File: config.mk
export PLATFORM = sky130hd
export DESIGN_NAME = cheshire_regbus_arbiter
export DESIGN_NICKNAME = d
export VERILOG_FILES = /design/src/rtl/cheshire_pkg.sv /design/src/rtl/cheshire_rr_picker.sv /design/src/rtl/cheshire_regbus_arbiter.sv
export SDC_FILE = /design/constraint.sdc
export NUM_CORES = 1
export LEC_CHECK = 0
export CAP_MARGIN = 20
export CORE_AREA = 4 4 273 275
export CTS_CLUSTER_SIZE = 30
export DETAILED_ROUTE_END_ITERATION = 7
export DIE_AREA = 0 0 277 279
export GPL_TIMING_DRIVEN = 1
export SLEW_MARGIN = 25
export SYNTH_ARGS = -nofsm -noshare
export SYNTH_HDL_FRONTEND = slang
export SYNTH_HIERARCHICAL = 1
export SYNTH_SLANG_ARGS = --single-unit
File: constraint.sdc
create_clock -name clk_i -period 2.7 [get_ports clk_i]
set_clock_uncertainty 0.15 [all_clocks]
set_input_delay 0.675 -clock clk_i [delete_from_list [all_inputs] [get_ports clk_i]]
set_output_delay 0.675 -clock clk_i [all_outputs]
set_load 0.01 [all_outputs]
File: src/rtl/cheshire_pkg.sv
// Shared Cheshire definitions: regbus address map, output enum and arbiter constants.
package cheshire_pkg;

    localparam int unsigned RegbusAddrWidth = 48;
    localparam int unsigned RegbusDataWidth = 32;

    typedef struct packed {
        logic [31:0] idx;
        logic [47:0] start_addr;
        logic [47:0] end_addr;
    } address_rule_48_t;

    typedef enum int unsigned {
        RegbusOutBootrom    = 0,
        RegbusOutCsr        = 1,
        RegbusOutLlc        = 2,
        RegbusOutSerialLink = 3,
        RegbusOutUart       = 4,
        RegbusOutI2c        = 5,
        RegbusOutSpim       = 6,
        RegbusOutVga        = 7,
        RegbusOutClint      = 8,
        RegbusOutPlic       = 9,
        RegbusOutExt        = 10
    } regbus_out_e;

    localparam int unsigned RegbusNumOut   = 11;
    localparam int unsigned RegbusNumRules = 11;

    typedef address_rule_48_t [RegbusNumRules-1:0] regbus_addr_map_t;

    function automatic address_rule_48_t make_rule(regbus_out_e idx, logic [47:0] start_addr,
                                                   logic [47:0] end_addr);
        address_rule_48_t r;
        r.idx        = 32'(idx);
        r.start_addr = start_addr;
        r.end_addr   = end_addr;
        return r;
    endfunction

    // End addresses are exclusive.
    function automatic regbus_addr_map_t regbus_addr_map();
        regbus_addr_map_t m;
        m[0]  = make_rule(RegbusOutBootrom,    48'h0000_0100_0000, 48'h0000_0102_0000);
        m[1]  = make_rule(RegbusOutCsr,        48'h0000_0200_0000, 48'h0000_0200_1000);
        m[2]  = make_rule(RegbusOutLlc,        48'h0000_0200_1000, 48'h0000_0200_2000);
        m[3]  = make_rule(RegbusOutSerialLink, 48'h0000_0200_2000, 48'h0000_0200_3000);
        m[4]  = make_rule(RegbusOutUart,       48'h0000_0200_3000, 48'h0000_0200_4000);
        m[5]  = make_rule(RegbusOutI2c,        48'h0000_0200_4000, 48'h0000_0200_5000);
        m[6]  = make_rule(RegbusOutSpim,       48'h0000_0200_5000, 48'h0000_0200_6000);
        m[7]  = make_rule(RegbusOutVga,        48'h0000_0200_6000, 48'h0000_0200_7000);
        m[8]  = make_rule(RegbusOutClint,      48'h0000_0400_0000, 48'h0000_0410_0000);
        m[9]  = make_rule(RegbusOutPlic,       48'h0000_0C00_0000, 48'h0000_1000_0000);
        m[10] = make_rule(RegbusOutExt,        48'h0000_2000_0000, 48'h0000_4000_0000);
        return m;
    endfunction

    localparam regbus_addr_map_t RegbusAddrMap = regbus_addr_map();

    // Read data returned when a target never answers.
    localparam logic [31:0] RegbusTimeoutRdata    = 32'hBADCAB1E;
    localparam int unsigned RegbusArbTimeoutCycles = 1024;

endpackage

File: src/rtl/cheshire_rr_picker.sv
// Combinational round-robin picker: first set request searching upward from ptr+1 (wrapping).
module cheshire_rr_picker #(
    parameter int unsigned NumReq   = 2,
    parameter int unsigned IdxWidth = (NumReq > 1) ? $clog2(NumReq) : 1
) (
    input  logic [NumReq-1:0]   req,
    input  logic [IdxWidth-1:0] ptr,
    output logic [IdxWidth-1:0] idx,
    output logic                any_valid
);

    logic [IdxWidth-1:0] cand;

    // Walk offsets from farthest to nearest so the nearest set request is the last one written.
    always_comb begin
        idx       = '0;
        any_valid = 1'b0;
        cand      = '0;
        for (int k = int'(NumReq); k >= 1; k--) begin
            cand = IdxWidth'((int'(ptr) + k) % int'(NumReq));
            if (req[cand]) begin
                idx       = cand;
                any_valid = 1'b1;
            end
        end
    end

endmodule

File: src/rtl/cheshire_regbus_arbiter.sv
// Round-robin regbus arbiter with address decode, decode-error and target-timeout responses.
module cheshire_regbus_arbiter
    import cheshire_pkg::*;
#(
    parameter int unsigned NumReq        = 2,
    parameter int unsigned NumTgt        = RegbusNumOut,
    parameter int unsigned NumRules      = RegbusNumRules,
    parameter int unsigned AddrWidth     = RegbusAddrWidth,
    parameter int unsigned DataWidth     = RegbusDataWidth,
    parameter int unsigned TimeoutCycles = RegbusArbTimeoutCycles,
    parameter address_rule_48_t [NumRules-1:0] AddrMap = RegbusAddrMap
) (
    input  logic                            clk_i,
    input  logic                            rst_i,
    input  logic [NumReq-1:0]               req_valid_i,
    input  logic [NumReq-1:0]               req_write_i,
    input  logic [NumReq*AddrWidth-1:0]     req_addr_i,
    input  logic [NumReq*DataWidth-1:0]     req_wdata_i,
    input  logic [NumReq*DataWidth/8-1:0]   req_wstrb_i,
    output logic [NumReq-1:0]               req_ready_o,
    output logic [NumReq*DataWidth-1:0]     req_rdata_o,
    output logic [NumReq-1:0]               req_error_o,
    output logic [NumTgt-1:0]               tgt_valid_o,
    output logic                            tgt_write_o,
    output logic [AddrWidth-1:0]            tgt_addr_o,
    output logic [DataWidth-1:0]            tgt_wdata_o,
    output logic [DataWidth/8-1:0]          tgt_wstrb_o,
    input  logic [NumTgt-1:0]               tgt_ready_i,
    input  logic [NumTgt*DataWidth-1:0]     tgt_rdata_i,
    input  logic [NumTgt-1:0]               tgt_error_i,
    output logic                            busy_o
);

    localparam int unsigned ReqIdxW = (NumReq > 1) ? $clog2(NumReq) : 1;
    localparam int unsigned TgtIdxW = (NumTgt > 1) ? $clog2(NumTgt) : 1;
    localparam int unsigned CntW    = $clog2(TimeoutCycles);
    localparam int unsigned StrbW   = DataWidth / 8;

    typedef enum logic [1:0] {StIdle, StBusy, StDecErr} state_e;

    state_e              state_q, state_d;
    logic [ReqIdxW-1:0]  ptr_q, ptr_d;
    logic [ReqIdxW-1:0]  grant_q, grant_d;
    logic [TgtIdxW-1:0]  tgt_q, tgt_d;
    logic [CntW-1:0]     cnt_q, cnt_d;

    logic [ReqIdxW-1:0]  pick_idx;
    logic                pick_any;
    logic                dec_hit;
    logic [TgtIdxW-1:0]  dec_idx;

    logic [AddrWidth-1:0] addr_arr  [NumReq];
    logic [DataWidth-1:0] wdata_arr [NumReq];
    logic [StrbW-1:0]     wstrb_arr [NumReq];
    logic [DataWidth-1:0] rsp_rdata [NumReq];
    logic [DataWidth-1:0] trd_arr   [NumTgt];

    for (genvar r = 0; r < NumReq; r++) begin : g_req
        assign addr_arr[r]  = req_addr_i[r*AddrWidth +: AddrWidth];
        assign wdata_arr[r] = req_wdata_i[r*DataWidth +: DataWidth];
        assign wstrb_arr[r] = req_wstrb_i[r*StrbW +: StrbW];
        assign req_rdata_o[r*DataWidth +: DataWidth] = rsp_rdata[r];
    end

    for (genvar t = 0; t < NumTgt; t++) begin : g_tgt
        assign trd_arr[t] = tgt_rdata_i[t*DataWidth +: DataWidth];
    end

    cheshire_rr_picker #(
        .NumReq   (NumReq),
        .IdxWidth (ReqIdxW)
    ) u_picker (
        .req       (req_valid_i),
        .ptr       (ptr_q),
        .idx       (pick_idx),
        .any_valid (pick_any)
    );

    // Decode the candidate's address; iterating downward lets the lowest matching rule win.
    always_comb begin
        dec_hit = 1'b0;
        dec_idx = '0;
        for (int i = int'(NumRules) - 1; i >= 0; i--) begin
            if ((AddrMap[i].idx < 32'(NumTgt)) &&
                (addr_arr[pick_idx] >= AddrWidth'(AddrMap[i].start_addr)) &&
                (addr_arr[pick_idx] <  AddrWidth'(AddrMap[i].end_addr))) begin
                dec_hit = 1'b1;
                dec_idx = TgtIdxW'(AddrMap[i].idx);
            end
        end
    end

    // Next-state and output logic; everything is forced to zero while in reset.
    always_comb begin
        state_d = state_q;
        ptr_d   = ptr_q;
        grant_d = grant_q;
        tgt_d   = tgt_q;
        cnt_d   = cnt_q;

        req_ready_o = '0;
        req_error_o = '0;
        for (int r = 0; r < int'(NumReq); r++) begin
            rsp_rdata[r] = '0;
        end
        tgt_valid_o = '0;
        tgt_write_o = 1'b0;
        tgt_addr_o  = '0;
        tgt_wdata_o = '0;
        tgt_wstrb_o = '0;
        busy_o      = 1'b0;

        unique case (state_q)
            StIdle: begin
                cnt_d = '0;
                if (pick_any) begin
                    grant_d = pick_idx;
                    tgt_d   = dec_idx;
                    state_d = dec_hit ? StBusy : StDecErr;
                end
            end
            StBusy: begin
                busy_o      = 1'b1;
                tgt_write_o = req_write_i[grant_q];
                tgt_addr_o  = addr_arr[grant_q];
                tgt_wdata_o = wdata_arr[grant_q];
                tgt_wstrb_o = wstrb_arr[grant_q];
                if (tgt_ready_i[tgt_q]) begin
                    // Target response passes straight through in its ready cycle.
                    tgt_valid_o[tgt_q]   = 1'b1;
                    req_ready_o[grant_q] = 1'b1;
                    req_error_o[grant_q] = tgt_error_i[tgt_q];
                    rsp_rdata[grant_q]   = trd_arr[tgt_q];
                    ptr_d   = grant_q;
                    cnt_d   = '0;
                    state_d = StIdle;
                end else if (cnt_q == CntW'(TimeoutCycles - 1)) begin
                    req_ready_o[grant_q] = 1'b1;
                    req_error_o[grant_q] = 1'b1;
                    rsp_rdata[grant_q]   = DataWidth'(RegbusTimeoutRdata);
                    ptr_d   = grant_q;
                    cnt_d   = '0;
                    state_d = StIdle;
                end else begin
                    tgt_valid_o[tgt_q] = 1'b1;
                    cnt_d = cnt_q + 1'b1;
                end
            end
            StDecErr: begin
                busy_o               = 1'b1;
                req_ready_o[grant_q] = 1'b1;
                req_error_o[grant_q] = 1'b1;
                ptr_d   = grant_q;
                state_d = StIdle;
            end
            default: state_d = StIdle;
        endcase

        if (rst_i) begin
            req_ready_o = '0;
            req_error_o = '0;
            for (int r = 0; r < int'(NumReq); r++) begin
                rsp_rdata[r] = '0;
            end
            tgt_valid_o = '0;
            tgt_write_o = 1'b0;
            tgt_addr_o  = '0;
            tgt_wdata_o = '0;
            tgt_wstrb_o = '0;
            busy_o      = 1'b0;
        end
    end

    // State registers; pointer resets to the last requester so requester 0 wins first.
    always_ff @(posedge clk_i) begin
        if (rst_i) begin
            state_q <= StIdle;
            ptr_q   <= ReqIdxW'(NumReq - 1);
            grant_q <= '0;
            tgt_q   <= '0;
            cnt_q   <= '0;
        end else begin
            state_q <= state_d;
            ptr_q   <= ptr_d;
            grant_q <= grant_d;
            tgt_q   <= tgt_d;
            cnt_q   <= cnt_d;
        end
    end

    // A requester must hold valid until it sees its ready pulse.
    assert property (@(posedge clk_i) disable iff (rst_i)
        (state_q != StIdle) |-> req_valid_i[grant_q])
        else $error("regbus requester dropped valid before ready");

endmodule

**Word level (Yosys, flattened, before mapping)**

Cells that the tools add are included.

- Output and inout port bits: 165
- Word-level logic and storage cells: 164
- Flip-flop bits (word level): 18
- Bits of input ports: 548

- Bitwise logic cells: 5
- Equal/unequal tests: 5
- Reductions and logical operators: 21
- $add $sub $neg: 3
- Multiplexer cells: 93
- $lt $le $gt $ge: 32

Operators by type and width:

| cell | number |
|---|---|
| $mux 48 | 8 |
| $ge 48x26->1 const B | 7 |
| $lt 48x26->1 const B | 7 |
| $mux 32 | 8 |
| $mux 64 | 4 |
| $bmux 32 s4 | 1 |
| $and 64x64->64 | 1 |
| $mux 4 | 16 |
| $ge 48x25->1 const B | 1 |
| $ge 48x27->1 const B | 1 |
| $ge 48x28->1 const B | 1 |
| $ge 48x30->1 const B | 1 |
| $lt 48x25->1 const B | 1 |
| $lt 48x27->1 const B | 1 |
| $lt 48x29->1 const B | 1 |
| $lt 48x31->1 const B | 1 |
| $mux 11 | 4 |
| $demux 32 s1 | 1 |
| $mux 1 | 31 |
| $mux 10 | 2 |
| $pmux 10 s2 | 1 |
| $mux 2 | 9 |
| $logic_and 1x1->1 | 14 |
| $pmux 2 s2 | 3 |
| other kinds (25) | 34 |

**Logic depth before layout (Yosys ltp)**

Gate-level depths: netlist (run 1).

- Word-level depth: 25
- Gate-level depth with buffers: 10
- Mapped depth without buffers: 7

**Cells and area by module**

The synthesis (run 1) kept the hierarchy.

By module, submodules not included:

| module | cells an instance | area each (um^2) | seq. area each (um^2) | instances |
|---|---|---|---|---|
| cheshire_regbus_arbiter | 838 | 6408.6 | 360.3 | 1 |
| cheshire_rr_picker | 2 | 13.8 | 0.0 | 1 |

**Worst setup path after synthesis (run 1)**

No wires, ideal clock.

- Path kind: input to output
- From: in tgt_ready_i[7]
- To: out req_rdata_o[11]
- Data required time: 1875 ps
- Buffers on the path: 1
- Stages on the path: 6
- Path slack: -246 ps
- Arrival: 2121 ps
- Path through: mux4_2 -> nand2_1 -> o21ai_2 -> o21ai_1 -> clkbuf_1 -> a21oi_1

- Cells in the longest elaborated chain, start to end: 5

RTL lines:

| what | line | text |
|---|---|---|
| start: declaration | cheshire_regbus_arbiter.sv:28 | `input logic [NumTgt-1:0] tgt_ready_i,` |
| $bmux 1 s4 | cheshire_regbus_arbiter.sv:128 | `if (tgt_ready_i[tgt_q]) begin` |
| $mux 1 (implied by the code) | cheshire_regbus_arbiter.sv:128 |  |
| $mux 64 | cheshire_regbus_arbiter.sv:128 |  |
| $mux 64 | cheshire_regbus_arbiter.sv:113 | `unique case (state_q)` |
| $mux 64 | cheshire_regbus_arbiter.sv:159 | `if (rst_i) begin` |
| end: declaration | cheshire_regbus_arbiter.sv:21 | `output logic [NumReq*DataWidth-1:0] req_rdata_o,` |

No other way between the ends. The select of a mux whose other input is x is not followed.

**Worst setup path after layout (run 1)**

- From: reg tgt_q[1]
- To: out req_rdata_o[61]

- Cells in the longest elaborated chain, start to end: 8
- Elaborated cells between the ends (all ways): 10
- Those cells by class: 8 x mux; 2 x bitwise

RTL lines:

| what | line | text |
|---|---|---|
| start: declaration | cheshire_regbus_arbiter.sv:44 | `logic [TgtIdxW-1:0] tgt_q, tgt_d;` |
| start signal: assignment | cheshire_regbus_arbiter.sv:186 | `tgt_q <= tgt_d;` |
| $not 4->5 (implied by the code) | cheshire_regbus_arbiter.sv:133 | `rsp_rdata[grant_q] = trd_arr[tgt_q];` |
| $bmux 32 s4 | cheshire_regbus_arbiter.sv:133 |  |
| $mux 32 (implied by the code) (2 in a row) | cheshire_regbus_arbiter.sv:133 |  |
| $and 64x64->64 (no line) | - |  |
| $mux 64 (*) | cheshire_regbus_arbiter.sv:128 |  |
| $mux 64 (*) | cheshire_regbus_arbiter.sv:113 |  |
| $mux 64 (*) | cheshire_regbus_arbiter.sv:159 |  |

Mark *: on every way between the ends. The rest lies on a longest branch, timed or not. The select of a mux whose other input is x is not followed.

==> results of run 1 <==
## layout by cell type (no fill, tap or decap), types with 6 or more instances in the layout
master / netlist / final
o2bb2ai_1: 20 / 10
mux4_2: 68 / 68
o21ai_2: 3 / 18
dfxtp_1: 18 / 11
inv_1: 9 / 7
clkbuf_16: 0 / 7
a21oi_2: 0 / 22
clkdlybuf4s15_2: 0 / 16
nand2_1: 80 / 72
mux2i_1: 145 / 124
xor2_1: 6 / 6
o2bb2ai_2: 0 / 9
nor2_1: 170 / 123
a21oi_4: 0 / 14
buf_12: 0 / 44
buf_8: 0 / 6
buf_4: 1 / 227
buf_6: 1 / 78
mux2i_4: 0 / 8
o21ai_1: 2 / 10
and2_1: 6 / 6
nor4_2: 0 / 9
and2_0: 9 / 7
mux2i_2: 0 / 13
o21ai_4: 0 / 13
nor3_1: 9 / 6
nor2_4: 0 / 32
a211oi_2: 0 / 6
buf_2: 17 / 57
dlymetal6s2s_1: 0 / 22
nor2_2: 0 / 15
a211oi_4: 0 / 8
dlygate4sd2_1: 0 / 106
clkdlybuf4s50_1: 0 / 461
a21oi_1: 59 / 23
## through the flow
step	TNS (ps)	cell area (µm²)	hold slack [ps]	util
after floorplan	-3350	6880	300	-
after global placement	-139510	16900	361	0.234
after detailed placement	-140200	16900	371	0.234
after CTS	-32820	18300	384	0.253
after global routing	-39630	19000	417	0.263
final	-32620	19000	378	0.263
## worst max-delay path by stage
stage,endpoint,slack [ps],cells past startpoint
detailed placement,req_rdata_o[1],-1330,8
floorplan,req_rdata_o[32],-110,7
finish,req_rdata_o[61],-560,14
global placement,req_rdata_o[1],-1260,8
CTS,req_error_o[0],-630,10
global route,req_error_o[0],-650,10
## power by group through the flow
stage | Combinational, mW | Sequential, mW | Clock, mW
after CTS | 1.68 | 0.274 | 0.341
after global routing | 1.81 | 0.274 | 0.351
after global placement | 1.55 | 0.279 | 0
after floorplan | 0.425 | 0.278 | 0
after detailed placement | 1.56 | 0.279 | 0
final | 1.71 | 0.274 | 0.326
## area by class of cell
class | instances | area (µm²) | area share
antenna | 5 | 12.5 | 0.000657
tap | 959 | 1200 | 0.0630
multi-input combinational | 732 | 7140 | 0.375
sequential | 18 | 379 | 0.0199
timing repair buffer | 1034 | 10200 | 0.535
clock buffer | 4 | 88.8 | 0.00466
inverter | 9 | 36.3 | 0.00191
## critical path, delay by kind of cell, from the launching register on
| family | cells | cell delay, ps |
|---|---|---|
| AO/OA/AOI/OAI | 3 | 380 |
| flip-flops | 1 | 360 |
| AND/OR/NAND/NOR | 2 | 240 |
| buffers and inverters | 8 | 1060 |
| multiplexers | 1 | 100 |
## flip-flops by register name, indices dropped and copies added (netlist names)
name     flops
tgt_q        4
cnt_q       10
grant_q      1
ptr_q        1
state_q      2
## routing by layer
layer	GRT usage	vias to the layer above	wire length, µm
li1	-	5060	-
met1	0.178	5126	24600
met2	0.235	462	28200
met3	0.0345	42	4050
met4	0.0159	2	853
met5	0	-	13
## kinds of logic after synthesis
| group | Yosys count |
|---|---|
| multiplexers | 215 |
| flip-flops | 18 |
| AO/OA/AOI/OAI | 172 |
| XOR/XNOR | 7 |
| adder cells (fa/ha/maj) | 4 |
| buffers and inverters | 92 |
| AND/OR/NAND/NOR | 332 |
## what timing repair did
item,CTS,global route
resized for setup,788,136
pin swaps,66,56
setup endpoints to repair,172,95
cloned,7,3
setup buffers,66,27
==> results summary, run 1 <==
Clock-pin slew was measured on the worst setup and hold paths at about 50 ps. After floorplanning, the core was sized to cover between 70000 and 80000 µm². Measured along the x axis, the die boundary spans between 200 and 300 µm. The number of antenna violations at the first check in global routing is 10. The number of enable-type register cells in the synthesized netlist came out at 0. The die is between 200 and 300 µm tall.

The routed wire length came out at 57.8 mm. Power spread over the standard cell area amounts to around 120 nW/µm². The count of buffers added on input and output ports is around 710. Based on the critical path, the design can be clocked at up to around 300 MHz.

Setup repair after global routing could not meet its margin everywhere. The number of buffers added by the clock tree synthesis step came out at 3. The sequential area share after synthesis is 0.0561. The total number of clock tree sinks is 18. By area, the combinational part of the netlist is dominated by multiplexers. Counting instances, the worst hold path has a depth of 2. Tracing the worst setup path back leads to its startpoint at tgt_q[1]. The clock power share is 0.141.

The I/O pin count is just over 700. The clock tree from TritonCTS is built. Leaving out filler cells and counting taps, the final layout contains between 2000 and 3000.

Before antenna repair, the detailed router went through 6 iterations. The worst register-to-register path ends at tgt_q[1]. The total standard cell area after synthesis came out at roughly 6400 µm². The fraction of the mapped netlist area in simple logic gates is 0.230. The complex-gate fraction of the synthesized area is 0.170. Across every metal layer, demand over resource in global routing totals 0.136. The dominant register cell in the synthesized netlist is dfxtp_1. In the routed design, unresolved DRC markers number 0. Setup violations remaining at the end of the flow were counted as a little under 80. The data arrival time of the critical path came out at 2440 ps. The net count after synthesis is 1392. For this design the static power due to leakage is about 7.4 nW.

The number of filler cells placed in the layout is between 7000 and 8000. The residual antenna-violating net count after detailed routing came out at 0. The number of cells in the design after placement is about 2700.

In this run, distinct cell masters in the synthesized netlist total a little over 60. The flow ran to the end, but the final reports show violations. The via count of the first global-routing pass came out at 11100. In the final routed layout, each cell accounts on average for ~21 µm. The launching element type of the critical path is a flop.

The top cell type's share of synthesized area is 0.238. The startpoint identified for the worst hold timing path is cnt_q[9]. The register-to-register path setup slack is -40 ps. The sum of overflow across all layers after global routing came out at 0. The final RePlAce weighted congestion came out at ~0.85. In the final layout, the share of cells above drive strength 1 is 0.411.

The number of hold-slack violations in the final timing report was 0. The number of synthesis warnings came out at 6. The largest fanout on the critical path is 6. The synthesis-stage register bit count is 18.

The required time of the worst setup path came out at approximately 1900 ps. Compared with the post-synthesis result, the final layout area differs by 197%. The critical path goes through buf_12 > buf_12 > nor2b_4 > buf_12 > buf_12 > buf_4 > o2bb2ai_2 > mux2i_1 > buf_4 > o21ai_2 > buf_6 > nand2_1 > a21oi_2 > buf_2. Overall power consumption after layout is estimated at between 2 and 2.5 mW. Headroom to the max-slew limit came out at 0.646.

Summed over all nets, the half-perimeter wirelength after detailed placement is roughly 49 mm. The most common cell in the synthesized netlist is nor2_1. The largest total area in the synthesized netlist belongs to mux4_2.

The count of hold buffers inserted by post-cts repair is 0. The floorplan has a little under 100 rows. The cell that appears most often on the critical path is buf_12. The setup slack after placement came out at -1330 ps. Using the TritonRoute via totals, the vias-per-cell ratio works out to around 3.9. The time the final worst path needs with I/O delays and setup came out at about 3300 ps. In the synthesized netlist, the cells that appear most often are nor2_1, mux2i_1, nand2_1, mux4_2, a21oi_1. The clock latency on the worst-skew pair came out at ~250 ps. The design internal power came out at between 1.5 and 2 mW. The number of violations of the max-capacitance limit is 0. The share of total power dissipated in sequential elements is 0.119. The fraction of the mapped netlist area in adder cells is 0.00779. The worst voltage drop across the vdd grid is between 0.00015 and 0.0002 V. The checks that failed: negative setup slack.

The setup path with the least slack is of type flop to output port. The worst-case reg-to-reg path depth came out at 9. The slew at the pin closest to its max-slew limit is between 500 and 600 ps. The worst setup slack after layout came out at -565 ps. The area share of xor/xnor cells in the synthesized design is 0.00955. Sorting the synthesized cells by area gives the leading types as mux4_2, mux2i_1, nor2_1.

The count of pins over their slew limit is 0. For this run, asynchronously set or reset flops after synthesis account for 0. The maximum root-to-sink buffer count came out at 2. Dividing the final minimum period by the clock period gives 1.21. The share of total power dissipated in combinational logic is 0.740. The worst hold path terminates at cnt_q[9].

The number of violations reported at the end of detailed-routing iteration 0 came out at around 560. The floorplan step defined a die boundary enclosing just under 80000 µm². The worst register-to-register path begins at ptr_q. The total number of vias came out at approximately 11000. The first-pass GRT wire length is approximately 78 mm. CTS built an H-tree with a depth of 1.

The post-synthesis instance total came out at 840. The multiplexer area fraction after synthesis is 0.468. For this configuration, the core starts out at a cell density of 0.0888. The proportion of total power due to net switching is 0.309.

The net total in the final layout came out at 2350. The slowest stage of the critical path belongs to the cell dfxtp_4. Averaged over all synthesized cells, the footprint is 7.65 µm². The largest net degree at the start of global routing is 26. The worst setup path is captured at an output port. The switching power is a little over 700 µW. The worst hold path belongs to the class flop to flop. The tree is rooted in a clkbuf_16. On the worst path, the slowest cell contributes a delay of approximately 360 ps.
(Power assumes the default switching activity.)
==> run 2: changes to the inputs <==
--- a/config.mk
+++ b/config.mk
@@ -10,6 +10,7 @@
 export CTS_CLUSTER_SIZE = 30
 export DETAILED_ROUTE_END_ITERATION = 7
 export DIE_AREA = 0 0 277 279
+export DONT_BUFFER_PORTS = 1
 export GPL_TIMING_DRIVEN = 1
 export SLEW_MARGIN = 25
 export SYNTH_ARGS = -nofsm -noshare
==> constraint.sdc (replaced) <==
create_clock -name clk_i -period 4.2 [get_ports clk_i]
set_clock_uncertainty 0.15 [all_clocks]
set_input_delay 1.05 -clock clk_i [delete_from_list [all_inputs] [get_ports clk_i]]
set_output_delay 1.05 -clock clk_i [all_outputs]
set_load 0.01 [all_outputs]
==> run 2 against run 1 <==
  * The flow now finishes without violations
  * Via count is 30% lower
  * Sequential share of layout area increased by 2.5 points
  * Flip-flop and latch count stayed put
  * Utilization fell by 15 points
  * Cell area down 56%
  * Count of clock-buffer cells in the layout stayed put
  * Combinational power is 81% lower
  * Total power is 68% lower
  * Routed wire length down 18%
  * Critical endpoint is now req_error_o[1]
  * Largest cell class is now multi-input combinational cells
==> results summary, run 2 (same netlist as run 1, synthesis figures left out) <==
Status: finished, final reports clean (was finished with violations). The largest fanout on the critical path is 10 (was 6). The worst setup path category was primary input to output port (was flop to output port). The time the final worst path needs with I/O delays and setup came out at a little over 4000 ps. The largest register by flop count is cnt_q (unchanged).

The total of endpoints with negative setup slack in the final report was 0 (was 79). The reg-to-reg critical path startpoint is ptr_q (unchanged). The routed wire length came to 47.4 mm (was 57.8 mm). The number of setup buffers added after CTS is 0 (was 66). The via count of the first global-routing pass came out at 7187 (was 11100). The power density over the cells came out at 89.5 nW/µm² (was 121 nW/µm²). The post-route clock period utilization came out at 0.959. The library cell contributing the largest single delay on the critical path is mux4_2 (was dfxtp_4). The final RePlAce weighted congestion is 0.997 (was 0.851). The sum of overflow across all layers after global routing was 0 (unchanged). The first-pass GRT wire length came to 60.9 mm (was 78.4 mm).

The worst voltage drop across the vdd grid is 0.000102 V (was 0.000176 V). The residual antenna-violating net count after detailed routing is 0 (unchanged). The global routing's busiest layer is met2 (unchanged).

The die width is 277 µm (unchanged). The maximum root-to-sink buffer count came out at 2 (unchanged). The number of violations reported at the end of detailed-routing iteration 0 is 556 (was 559). The final cell utilization of the core was 0.115 (was 0.263). The global-route usage over all layers is 0.112 (was 0.136). The leakage power is 2.33 nW (was 7.43 nW). The cell family with the largest share of critical-path delay is multiplexers (was buffers and inverters).

The total number of clock tree sinks came to 18 (unchanged). The layout overhead on the synthesized area is 29.6% (was 197%). The fraction of final layout cells sized beyond drive strength 1 is 0.223 (was 0.411).

The area of the die came out at 77300 µm² (unchanged). The end point of the most critical hold path was cnt_q[8] (was cnt_q[9]). The normalized max-slew margin was 0.373 (was 0.646). The post-detailed-route DRC marker count is 0 (unchanged). The cell depth of the worst min-delay path is 1 (was 2).

The post-detailed-route via-to-cell ratio is 4.04 (was 3.87). The worst-case reg-to-reg path depth came out at 7 (was 9). The register cell area after layout is 377 µm² (was 379 µm²).

Setup repair after global routing missed its margin: false (was true). The launching element type of the critical path was a primary input (was flop). The combined buffer and inverter count along the critical path is 1 (was 8). The post-layout instance area is 8320 µm² (was 19000 µm²).

The maximum clock frequency came out at 248 MHz. The number of antenna violations at the first check in global routing came out at 45 (was 10). The HPWL reported at the end of detailed placement came out at 42.1 mm (was 49.0 mm). The total number of placement rows came out at 99 (unchanged). The count of hold buffers inserted by post-cts repair is 0 (unchanged). Largest registers: cnt_q: 10 flops, tgt_q: 4 flops, state_q: 2 flops (unchanged). The register-to-register path setup slack is 1090 ps (was -40 ps).

The detailed-routing iteration count for the pre-antenna-repair pass came out at 5 (was 6). The clock latency on the worst-skew pair is 260 ps (was 250 ps). The count of pins over their slew limit is 0 (unchanged). Leading cell types in the layout, fill and taps excluded: nor2_1, mux2i_1, buf_4 (was clkdlybuf4s50_1, buf_4, mux2i_1).

The routing usage on met3 came out at 0.0437 (was 0.0345). The flip-flop count of the largest register after layout came out at 10 (unchanged). The global-route track usage on met1 came out at 0.144 (was 0.178). The post-detailed-route wirelength per cell is 25.7 µm (was 20.9 µm). The number of H-tree branching levels is 1 (unchanged). The slew at the pin closest to its max-slew limit came out at 930 ps (was 529 ps).

The overall power came out at 744 µW (was 2.31 mW). The number of cells in the design after placement is 1812 (was 2662). The most common library cell in the layout ignoring fill and taps is nor2_1 (was clkdlybuf4s50_1). The die outline height was 279 µm (unchanged). Critical Path, Cell by Cell: mux2i_1 > mux4_2 > o21ai_4 > nand2b_1 > a21oi_1 > nor4_1 > buf_4 (was buf_12 > buf_12 > nor2b_4 > buf_12 > buf_12 > buf_4 > o2bb2ai_2 > mux2i_1 > buf_4 > o21ai_2 > buf_6 > nand2_1 > a21oi_2 > buf_2). The clock tree root buffer cell is clkbuf_16 (unchanged).

The number of filler cells placed in the layout came to 8373 (was 7854). The number of buffers added by the clock tree synthesis step is 3 (unchanged). The number of violations of the max-capacitance limit was 0 (unchanged). The clock tree from TritonCTS is built (unchanged). The endpoint kind of the worst setup timing path is an output port (unchanged). The effective utilization at floorplan came out at 0.0888 (unchanged). The met2 usage in global routing is 0.169 (was 0.235).

The capturing point of the worst reg2reg path is tgt_q[0] (was tgt_q[1]). The net total in the final layout is 1414 (was 2350). The cell area after placement came out at 8130 µm² (was 16900 µm²). The start point of the worst hold path is cnt_q[8] (was cnt_q[9]). The type of the tightest min-delay check is flop to flop (unchanged).

The number of standard cells in the layout, taps in and fillers out was 1847 (was 2761). The largest net degree at the start of global routing is 88 (was 26). The required time of the worst setup path came to 3000 ps (was 1880 ps).

The CTS clock-pin slew for the worst setup and hold paths came to 60 ps (was 50 ps). The number of cells upsized or downsized after cts is 0 (was 788). The area of the core region was 72300 µm² (unchanged). The largest stage delay on the critical path is 520 ps (was 360 ps). The data arrival time of the critical path came out at 2830 ps (was 2440 ps). The sum of negative setup slack is 0 ps (was -32620 ps). The number of hold-slack violations in the final timing report is 0 (unchanged).

The I/O pin count came out at 713 (unchanged). The total number of vias came to 7462 (was 10700). The count of port buffers added during placement came to 0 (was 712). The multi-input combinational cell area was 5730 µm² (was 7140 µm²).
-- run 2: cell types whose count changed in the layout (fill, tap and decap cells not counted), sizes merged, moves of 7 or more --
cell	change
buf	-317
dlygate4sd2	-106
dlymetal6s2s	-22
clkdlybuf4s50	-461
clkbuf	-7
diode	+22
clkdlybuf4s15	-19
-- run 2: how the worst max path moves through the flow --
| stage | startpoint | to | slack (ps) | cells after the start |
|---|---|---|---|---|
| finish | tgt_ready_i[10] | req_error_o[1] | 170 | 7 |
| global route | tgt_q[1] | req_rdata_o[63] | 40 | 8 |
| CTS | tgt_q[0] | req_rdata_o[63] | 130 | 8 |
| detailed placement | tgt_ready_i[10] | req_error_o[1] | 190 | 7 |
| global placement | req_valid_i[1] | tgt_q[0] | 220 | 6 |
| floorplan | tgt_ready_i[7] | req_rdata_o[11] | 500 | 6 |
-- run 2: per-layer routing --
layer / routed length, µm / vias up
li1: - / 3205
met1: 19400 / 3541
met2: 20400 / 614
met3: 5560 / 88
met4: 1900 / 14
met5: 90 / -
-- run 2: area by class of cell --
class                      count  share of cell area
inverter                       9             0.00406
clock buffer                   4              0.0107
timing repair buffer         100              0.0992
multi-input combinational    730               0.688
tap                          959               0.144
sequential                    18              0.0453
antenna                       27             0.00812
-- run 2: metrics by stage --
stage / hold slack, ps / worst slack (ps)
floorplan: 300 / 504
global placement: 337 / 217
detailed placement: 360 / 191
CTS: 367 / 126
global route: 396 / 41.3
finish: 364 / 172
-- run 2: worst reg2reg max path: stages (launching register included) --
cell and delay (ps):
dfxtp_1 400, a21boi_4 150, buf_4 270, or4_1 580, a222oi_1 410, o21ai_2 210
o32a_1 370, o31ai_1 420
-- run 2: power breakdown --
group          internal [mW]  switching [mW]
combinational          0.155           0.177
clock                  0.146          0.0876
sequential             0.171         0.00758
total                  0.472           0.272
